==> src/rtl/regfile_port_arbiter_if.sv <==
// Request/response and regfile-side signals of regfile_port_arbiter.
// slave: the arbiter. master: the requesters plus regfile environment.
interface regfile_port_arbiter_if #(
    parameter int DATA_WIDTH = 32,
    parameter int ADDR_WIDTH = 5
);
    // requester A
    logic                  ReqValidA, ReqReadyA, ReqWriteA;
    logic [ADDR_WIDTH-1:0] ReqWrAddrA, ReqRdAddr1A, ReqRdAddr2A;
    logic [DATA_WIDTH-1:0] ReqWrDataA;
    logic                  RspValidA;
    logic [DATA_WIDTH-1:0] RspData1A, RspData2A;
    // requester B
    logic                  ReqValidB, ReqReadyB, ReqWriteB;
    logic [ADDR_WIDTH-1:0] ReqWrAddrB, ReqRdAddr1B, ReqRdAddr2B;
    logic [DATA_WIDTH-1:0] ReqWrDataB;
    logic                  RspValidB;
    logic [DATA_WIDTH-1:0] RspData1B, RspData2B;
    // regfile side
    logic [ADDR_WIDTH-1:0] WriteRegister, ReadRegister1, ReadRegister2;
    logic [DATA_WIDTH-1:0] WriteData, ReadData1, ReadData2;
    logic                  RegWrite;

    modport slave (
        input  ReqValidA, ReqWriteA, ReqWrAddrA, ReqWrDataA, ReqRdAddr1A, ReqRdAddr2A,
        input  ReqValidB, ReqWriteB, ReqWrAddrB, ReqWrDataB, ReqRdAddr1B, ReqRdAddr2B,
        input  ReadData1, ReadData2,
        output ReqReadyA, RspValidA, RspData1A, RspData2A,
        output ReqReadyB, RspValidB, RspData1B, RspData2B,
        output WriteRegister, WriteData, RegWrite, ReadRegister1, ReadRegister2
    );

    modport master (
        output ReqValidA, ReqWriteA, ReqWrAddrA, ReqWrDataA, ReqRdAddr1A, ReqRdAddr2A,
        output ReqValidB, ReqWriteB, ReqWrAddrB, ReqWrDataB, ReqRdAddr1B, ReqRdAddr2B,
        output ReadData1, ReadData2,
        input  ReqReadyA, RspValidA, RspData1A, RspData2A,
        input  ReqReadyB, RspValidB, RspData1B, RspData2B,
        input  WriteRegister, WriteData, RegWrite, ReadRegister1, ReadRegister2
    );
endinterface

==> src/rtl/regfile_port_arbiter.sv <==
// Shares one regfile write port and two read ports between requesters A and B.
// One grant per cycle, combinational from ReqValid; read data is registered
// per requester and flagged with a one-cycle RspValid pulse.
// Arbitration is round-robin unless REGFILE_ARB_FIXED_PRIO_EN is defined,
// in which case A always wins and B may starve.
module regfile_port_arbiter #(
    parameter int DATA_WIDTH = 32,
    parameter int ADDR_WIDTH = 5
) (
    input  logic                     Clk,
    input  logic                     ResetN,
    regfile_port_arbiter_if.slave    bus
);

    logic                  gnt_a, gnt_b;
    logic                  rsp_vld_a, rsp_vld_b;
    logic [DATA_WIDTH-1:0] rsp_d1_a, rsp_d2_a, rsp_d1_b, rsp_d2_b;

`ifdef REGFILE_ARB_FIXED_PRIO_EN
    // Fixed priority: A wins any contention; nothing granted during reset
    always_comb begin
        gnt_a = ResetN & bus.ReqValidA;
        gnt_b = ResetN & bus.ReqValidB & ~bus.ReqValidA;
    end
`else
    logic prio; // 0: A favoured, 1: B favoured

    // Round-robin: the favoured requester wins contention; nothing granted during reset
    always_comb begin
        gnt_a = ResetN & bus.ReqValidA & (~bus.ReqValidB | ~prio);
        gnt_b = ResetN & bus.ReqValidB & (~bus.ReqValidA | prio);
    end

    // Favour the other requester after every grant, hold when idle
    always_ff @(posedge Clk) begin
        if (!ResetN)    prio <= 1'b0;
        else if (gnt_a) prio <= 1'b1;
        else if (gnt_b) prio <= 1'b0;
    end
`endif

    assign bus.ReqReadyA = gnt_a;
    assign bus.ReqReadyB = gnt_b;

    // Steer the granted request onto the regfile ports, all zero when idle
    always_comb begin
        bus.WriteRegister = '0;
        bus.WriteData     = '0;
        bus.RegWrite      = 1'b0;
        bus.ReadRegister1 = '0;
        bus.ReadRegister2 = '0;
        if (gnt_a) begin
            bus.WriteRegister = bus.ReqWrAddrA;
            bus.WriteData     = bus.ReqWrDataA;
            bus.RegWrite      = bus.ReqWriteA;
            bus.ReadRegister1 = bus.ReqRdAddr1A;
            bus.ReadRegister2 = bus.ReqRdAddr2A;
        end else if (gnt_b) begin
            bus.WriteRegister = bus.ReqWrAddrB;
            bus.WriteData     = bus.ReqWrDataB;
            bus.RegWrite      = bus.ReqWriteB;
            bus.ReadRegister1 = bus.ReqRdAddr1B;
            bus.ReadRegister2 = bus.ReqRdAddr2B;
        end
    end

    // Capture read data on accept (pre-write value, same edge as the write)
    always_ff @(posedge Clk) begin
        if (!ResetN) begin
            rsp_vld_a <= 1'b0;
            rsp_vld_b <= 1'b0;
            rsp_d1_a  <= '0;
            rsp_d2_a  <= '0;
            rsp_d1_b  <= '0;
            rsp_d2_b  <= '0;
        end else begin
            rsp_vld_a <= gnt_a;
            rsp_vld_b <= gnt_b;
            if (gnt_a) begin
                rsp_d1_a <= bus.ReadData1;
                rsp_d2_a <= bus.ReadData2;
            end
            if (gnt_b) begin
                rsp_d1_b <= bus.ReadData1;
                rsp_d2_b <= bus.ReadData2;
            end
        end
    end

    assign bus.RspValidA = rsp_vld_a;
    assign bus.RspValidB = rsp_vld_b;
    assign bus.RspData1A = rsp_d1_a;
    assign bus.RspData2A = rsp_d2_a;
    assign bus.RspData1B = rsp_d1_b;
    assign bus.RspData2B = rsp_d2_b;

endmodule

==> src/flat_wrapper.sv <==
// flat-port wrapper written by rule: the top's interface ports become plain ports
module regfile_port_arbiter_flat 
#(
    parameter int DATA_WIDTH = 32,
    parameter int ADDR_WIDTH = 5
)
  (Clk, ResetN, bus_ReqValidA, bus_ReqWriteA, bus_ReqWrAddrA, bus_ReqWrDataA, bus_ReqRdAddr1A, bus_ReqRdAddr2A, bus_ReqValidB, bus_ReqWriteB, bus_ReqWrAddrB, bus_ReqWrDataB, bus_ReqRdAddr1B, bus_ReqRdAddr2B, bus_ReadData1, bus_ReadData2, bus_ReqReadyA, bus_RspValidA, bus_RspData1A, bus_RspData2A, bus_ReqReadyB, bus_RspValidB, bus_RspData1B, bus_RspData2B, bus_WriteRegister, bus_WriteData, bus_RegWrite, bus_ReadRegister1, bus_ReadRegister2);
  regfile_port_arbiter_if #(.DATA_WIDTH(DATA_WIDTH), .ADDR_WIDTH(ADDR_WIDTH)) bus_i ();
  input  logic Clk;
  input  logic ResetN;
  input wire logic [$bits(bus_i.ReqValidA)-1:0] bus_ReqValidA;
  input wire logic [$bits(bus_i.ReqWriteA)-1:0] bus_ReqWriteA;
  input wire logic [$bits(bus_i.ReqWrAddrA)-1:0] bus_ReqWrAddrA;
  input wire logic [$bits(bus_i.ReqWrDataA)-1:0] bus_ReqWrDataA;
  input wire logic [$bits(bus_i.ReqRdAddr1A)-1:0] bus_ReqRdAddr1A;
  input wire logic [$bits(bus_i.ReqRdAddr2A)-1:0] bus_ReqRdAddr2A;
  input wire logic [$bits(bus_i.ReqValidB)-1:0] bus_ReqValidB;
  input wire logic [$bits(bus_i.ReqWriteB)-1:0] bus_ReqWriteB;
  input wire logic [$bits(bus_i.ReqWrAddrB)-1:0] bus_ReqWrAddrB;
  input wire logic [$bits(bus_i.ReqWrDataB)-1:0] bus_ReqWrDataB;
  input wire logic [$bits(bus_i.ReqRdAddr1B)-1:0] bus_ReqRdAddr1B;
  input wire logic [$bits(bus_i.ReqRdAddr2B)-1:0] bus_ReqRdAddr2B;
  input wire logic [$bits(bus_i.ReadData1)-1:0] bus_ReadData1;
  input wire logic [$bits(bus_i.ReadData2)-1:0] bus_ReadData2;
  output wire logic [$bits(bus_i.ReqReadyA)-1:0] bus_ReqReadyA;
  output wire logic [$bits(bus_i.RspValidA)-1:0] bus_RspValidA;
  output wire logic [$bits(bus_i.RspData1A)-1:0] bus_RspData1A;
  output wire logic [$bits(bus_i.RspData2A)-1:0] bus_RspData2A;
  output wire logic [$bits(bus_i.ReqReadyB)-1:0] bus_ReqReadyB;
  output wire logic [$bits(bus_i.RspValidB)-1:0] bus_RspValidB;
  output wire logic [$bits(bus_i.RspData1B)-1:0] bus_RspData1B;
  output wire logic [$bits(bus_i.RspData2B)-1:0] bus_RspData2B;
  output wire logic [$bits(bus_i.WriteRegister)-1:0] bus_WriteRegister;
  output wire logic [$bits(bus_i.WriteData)-1:0] bus_WriteData;
  output wire logic [$bits(bus_i.RegWrite)-1:0] bus_RegWrite;
  output wire logic [$bits(bus_i.ReadRegister1)-1:0] bus_ReadRegister1;
  output wire logic [$bits(bus_i.ReadRegister2)-1:0] bus_ReadRegister2;
  assign bus_i.ReqValidA = bus_ReqValidA;
  assign bus_i.ReqWriteA = bus_ReqWriteA;
  assign bus_i.ReqWrAddrA = bus_ReqWrAddrA;
  assign bus_i.ReqWrDataA = bus_ReqWrDataA;
  assign bus_i.ReqRdAddr1A = bus_ReqRdAddr1A;
  assign bus_i.ReqRdAddr2A = bus_ReqRdAddr2A;
  assign bus_i.ReqValidB = bus_ReqValidB;
  assign bus_i.ReqWriteB = bus_ReqWriteB;
  assign bus_i.ReqWrAddrB = bus_ReqWrAddrB;
  assign bus_i.ReqWrDataB = bus_ReqWrDataB;
  assign bus_i.ReqRdAddr1B = bus_ReqRdAddr1B;
  assign bus_i.ReqRdAddr2B = bus_ReqRdAddr2B;
  assign bus_i.ReadData1 = bus_ReadData1;
  assign bus_i.ReadData2 = bus_ReadData2;
  assign bus_ReqReadyA = bus_i.ReqReadyA;
  assign bus_RspValidA = bus_i.RspValidA;
  assign bus_RspData1A = bus_i.RspData1A;
  assign bus_RspData2A = bus_i.RspData2A;
  assign bus_ReqReadyB = bus_i.ReqReadyB;
  assign bus_RspValidB = bus_i.RspValidB;
  assign bus_RspData1B = bus_i.RspData1B;
  assign bus_RspData2B = bus_i.RspData2B;
  assign bus_WriteRegister = bus_i.WriteRegister;
  assign bus_WriteData = bus_i.WriteData;
  assign bus_RegWrite = bus_i.RegWrite;
  assign bus_ReadRegister1 = bus_i.ReadRegister1;
  assign bus_ReadRegister2 = bus_i.ReadRegister2;
  regfile_port_arbiter #(.DATA_WIDTH(DATA_WIDTH), .ADDR_WIDTH(ADDR_WIDTH)) u_core (.Clk(Clk), .ResetN(ResetN), .bus(bus_i));
endmodule
==> config.mk <==
export PLATFORM = sky130hd
export DESIGN_NAME = regfile_port_arbiter_flat
export DESIGN_NICKNAME = d
export VERILOG_FILES = /design/src/rtl/regfile_port_arbiter_if.sv /design/src/rtl/regfile_port_arbiter.sv /design/src/flat_wrapper.sv
export SDC_FILE = /design/constraint.sdc
export NUM_CORES = 1
export LEC_CHECK = 0
export CORE_AREA = 5 5 132 134
export DETAILED_ROUTE_END_ITERATION = 6
export DIE_AREA = 0 0 137 139
export GPL_TIMING_DRIVEN = 0
export PLACE_DENSITY = 0.77
export SKIP_LAST_GASP = 1
export SLEW_MARGIN = 25
export SYNTH_ARGS = -nofsm -noshare
export SYNTH_HDL_FRONTEND = slang
export SYNTH_SLANG_ARGS = --single-unit
==> constraint.sdc <==
create_clock -name Clk -period 4.3 [get_ports Clk]
set_clock_uncertainty 0.2 [all_clocks]
set_input_delay 1.29 -clock Clk [delete_from_list [all_inputs] [get_ports Clk]]
set_output_delay 1.29 -clock Clk [all_outputs]
set_load 0.02 [all_outputs]
# --- After elaboration in Yosys (flattened, before gate mapping) ---
# Cells that the tools add are included.
totals:
  ff_bits: 131
  latch_bits: 0
  mem_bits_rw: 0
  mem_bits_ro: 0
  in_bits: 164
  output_inout_bits: 180
  elab_cells: 29
  n_memories: 0
op_classes:
  add_sub_neg: 0
  multipliers: 0
  div: 0
  magnitude_cmp: 0
  eq_ne: 0
  shifts: 0
  n_mux: 12
  bitwise_logic: 9
  reduce_logical: 1
op_table:
  columns: ["cell", "count"]
  rows:
  - ["32-bit 2-to-1 mux", 2]
  - ["5-bit 2-to-1 mux", 6]
  - ["1-bit AND", 4]
  - ["1-bit 2-to-1 mux", 4]
  - ["1-bit inverter", 3]
  - ["1-bit bitwise OR", 2]
  - ["2-bit nonzero test", 1]

# --- Depth between registers and ports, before layout ---
logic_depth:
  ltp_word: 5
  mapped_depth: 6
  ltp_nobuf: 3

# --- Worst setup path after synthesis ---
# OpenSTA, ideal clock, no wires.
synth_timing:
  path_type: "input to output"
  start: "input ResetN"
  end: "output bus_WriteData[31]"
  arrival_ns: 2.388
  t_required_ns: 2.810
  slack_ns: 0.422
  cell_stages: 5
  n_path_buf: 3
  path_cell_list: "buf_2 buf_2 clkbuf_1 nand2_1 o21ai_0"
synth_between:
  elab_chain_cells: 4
  word_cells_on_any_way: 6
  classes_between: "mux: 2; bitwise: 4"
synth_lines:
  columns: ["element", "line_no", "rtl"]
  rows:
  - ["start, declared", "flat_wrapper.sv:10", "input logic ResetN;"]
  - ["1-bit AND (2 in series)", "regfile_port_arbiter.sv:31", "gnt_b = ResetN & bus.ReqValidB & (~bus.ReqValidA | prio);"]
  - ["32-bit 2-to-1 mux", "regfile_port_arbiter.sv:58", "end else if (gnt_b) begin"]
  - ["32-bit 2-to-1 mux (*)", "regfile_port_arbiter.sv:52", "if (gnt_a) begin"]
  - ["end, declared", "flat_wrapper.sv:34", "output wire logic [$bits(bus_i.WriteData)-1:0] bus_WriteData;"]
# Every way passes the cells marked *; elsewhere a longest branch is shown, timed or not.

# --- Worst setup path after layout ---
layout_timing:
  start: "input bus_ReqValidB"
  end: "output bus_WriteData[31]"
layout_between:
  elab_chain_cells: 4
  word_cells_on_any_way: 7
  classes_between: "mux: 2; bitwise: 5"
layout_lines:
  columns: ["element", "line_no", "rtl"]
  rows:
  - ["start, declared", "flat_wrapper.sv:17", "input wire logic [$bits(bus_i.ReqValidB)-1:0] bus_ReqValidB;"]
  - ["1-bit AND / 1-bit inverter (equally long branches)", "regfile_port_arbiter.sv:31, regfile_port_arbiter.sv:30", null]
  - ["1-bit AND / 1-bit bitwise OR (equally long branches)", "regfile_port_arbiter.sv:31, regfile_port_arbiter.sv:30", null]
  - ["32-bit 2-to-1 mux / 1-bit AND (equally long branches)", "regfile_port_arbiter.sv:58, regfile_port_arbiter.sv:30", null]
  - ["32-bit 2-to-1 mux (*)", "regfile_port_arbiter.sv:52", null]
# Marked as above.

==> summary.md <==
| Metric | Value |
|---|---|
| Pwr/cell area | `about 350 mW/mm^2` |
| Post-layout min period | `4215 ps` |
| Worst path bufs/invs | `4` |
| Initial antenna violation count | `0` |
| DRT iter0 DRCs | `275` |
| Worst vdd rail ir drop | `0.0002283 V` |
| CTS root buf | `clkbuf_16` |
| Layout cells sized above 1 | `9.937%` |
| Synthesized area | `0.005715 mm^2` |
| Final period util | `98.03%` |
| Largest family of logic cells by synthesized area | `simple AND/OR/NAND/NOR gates` |
| Core box area | `0.01617 mm^2` |
| First-pass GRT wire length | `34450 um` |
| Hold depth | `2` |
| Syn_nets | `904` |
| Maximum level of the CTS H-tree | `4` |
| Pin count of the biggest net entering global routing | `17` |
| Fin nets | `1268` |
| Worst hold path class | `register to register` |
| I/O pin count | `344` |
| Clk sinks | `131` |
| Synth Area in XOR/XNOR | `0%` |
| Die footprint | `0.01904 mm^2` |
| Vias/cell | `between 4 and 5` |
| CP Depth | `7` |
| Initial core utilization | `around 35%` |
| Sequential share of the synthesized area | `45.88%` |
| Final Hold Viols | `0` |
| Routed wire length | `23400 um` |
| Post-DP HPWL | `18230 um` |
| Ys Warns | `0` |
| Leakage | `4.078 nW` |
| CTS tree | `yes` |
| Slew @ Worst Pin | `approximately 480 ps` |
| Maximum clock frequency | `237.2 MHz` |
| Syn Inst Count | `740` |
| Antenna-violating nets left | `0` |
| Gpl congestion | `0.8459` |
| Die W | `137 um` |
| Status | `finished clean` |
| Arr. time, crit path | `approximately 2700 ps` |
| Slew headroom | `68.18%` |
| Synth Area in Adders | `0%` |
| CP max stage cell | `clkdlybuf4s15_1` |
| GRT overflow | `0` |
| Area delta synth->final | `75.24%` |
| WL/cell | `17.49 um` |
| Hold Startpoint | `u_core.bus.RspData1A[1]` |
| Utilization after layout | `61.93%` |
| FF+latch count, synth | `131` |
| Worst skew pair latency | `410 ps` |
| Critical path endpoint category | `primary output` |
| Detailed-route DRC error count | `0` |
| Port Buffers | `about 340` |
| Num CTS Buffers | `17` |
| Post-synth cell types | `17` |
| CP startpoint | `bus_ReqValidB` |
| Total GRT Usage | `23.38%` |
| Total power | `0.003482 W` |
| CP top delay family | `buffers and inverters` |
| Maximum root-to-sink buffer count | `2` |
| CTS clk-pin slew, worst paths | `around 50 ps` |
| Post-synthesis simple-gate area fraction | `between 20% and 30%` |
| Req. time, crit path | `between 2000 and 3000 ps` |
| Max-cap viol count | `0` |
| RSZ-0062 raised after global routing | `no` |
| Number of global-route vias before repair | `between 6000 and 7000` |
| Reg2Reg Depth | `5` |
| Die Span Y | `139 um` |
| Critical path type | `input pin to primary output` |
| Type of origin of the critical path | `input pin` |
| Slew Limit Fails | `0` |
| Critical-path cell list | `dlygate4sd2_1, a21boi_4, buf_8, buf_2, nand3_1, o21ai_0, clkdlybuf4s15_1` |
| Vias | `6534` |
| Avg Cell Area, Syn | `7.724 um^2` |
| Mux cell area share after synthesis | `11.21%` |
| Synth Area in Compound Gates | `10.46%` |
| DRT Pass-1 Iters | `5` |
| Reg2reg start | `u_core.prio` |
| Crit path largest cell delay | `around 320 ps` |
| Endpoints failing setup | `0` |
| Num rows | `47` |
| Worst Path Max Fanout | `10` |
per-stage QoR:
step	TNS (ps)	hold slack [ps]	cells	area [um^2]	worst slack, ps
after floorplan	0	287.2	740	5715	422.0
after global placement	-37780	235.5	1302	9414	-872.7
after detailed placement	-39350	241.3	1302	9414	-897.1
after CTS	0	249.0	1338	10030	19.78
after global routing	0	267.4	1337	10010	12.71
final	0	249.5	1338	10020	84.57
worst paths after layout:
check             slack, ps                  endpoint
setup reg to reg       2540  u_core.bus.RspData2B[25]
setup / recovery         80         bus_WriteData[31]
hold / removal          250   u_core.bus.RspData1A[1]
hold reg to reg         250   u_core.bus.RspData1A[1]
state kept, by name (all words and copies together), names as in the netlist:
name,cells
u_core.bus.RspValidB,1
u_core.bus.RspData1B,32
u_core.bus.RspData2A,32
u_core.bus.RspValidA,1
u_core.bus.RspData2B,32
u_core.prio,1
u_core.bus.RspData1A,32
logic make-up after synthesis:
family          after synthesis
simple gates                356
compound gates              116
mux                          64
buf+inv                      73
flops                       131
where the power goes:
| part | total [W] | internal, W | switching [W] | leakage (nW) |
|---|---|---|---|---|
| clock network | 0.00133 | 0.000760 | 0.000570 | 0.247 |
| logic | 0.000820 | 0.000399 | 0.000421 | 2.75 |
| registers | 0.00133 | 0.00129 | 0.0000408 | 1.08 |
| total | 0.00348 | 0.00245 | 0.00103 | 4.08 |
tightest hold or removal path: stages, from the launching register on:
cell,delay [ps]
dfxtp_1,300
nand2_1,50
o21ai_1,50
what timing repair did:
item / CTS / global route
gates resized for setup: 157 / 21
pin swaps: 1 / 0
endpoints found under the setup margin: 50 / 23
hold buffers: 0 / 0
buffers inserted: 4 / 0
cells in the mapped netlist (all sizes together):
library cell  number  share of area (%)
nand2            240                 16
dfxtp            131                 46
o21ai            114                 10
nand3            112                9.8
mux2i             64                 11
buf               38                4.2
clkbuf            33                2.2
and2               2               0.22
inv                2               0.13
nor2               2               0.13
a21boi             1               0.33
a21oi              1              0.087
cell type report:
cell class                 instances  area [um^2]
multi-input combinational        536         2728
tap                              220        275.3
timing repair buffer             346         3420
sequential                       131         2623
clock buffer                      19        442.9
buffer                            70        414.1
clock inverter                    13        103.9
antenna                            1        2.502
fill                            1474         6156
inverter                           2        7.507
layout by cell type, fill, tap and decap left out, types with 3 or more instances in the layout:
cell type,n
buf_2,21
dlygate4sd2_1,15
buf_6,7
mux2i_1,64
inv_6,3
clkdlybuf4s50_1,290
o21ai_1,20
clkdlybuf4s15_2,22
buf_1,8
clkinvlp_4,7
o21ai_0,93
dfxtp_1,131
nand3_1,112
buf_12,3
buf_4,7
clkbuf_1,24
clkbuf_2,13
nand2_1,240
clkbuf_16,17
metal layers:
metal | part of all wire, % | global-route usage (%) | wire length, um
met5 | 0 | 0 | 0
met4 | 4.1 | 11.40 | 968
met3 | 6.5 | 4.790 | 1515
met2 | 51 | 41.62 | 11960
met1 | 38 | 26.16 | 8954
Power figures use the tool's default switching activity.
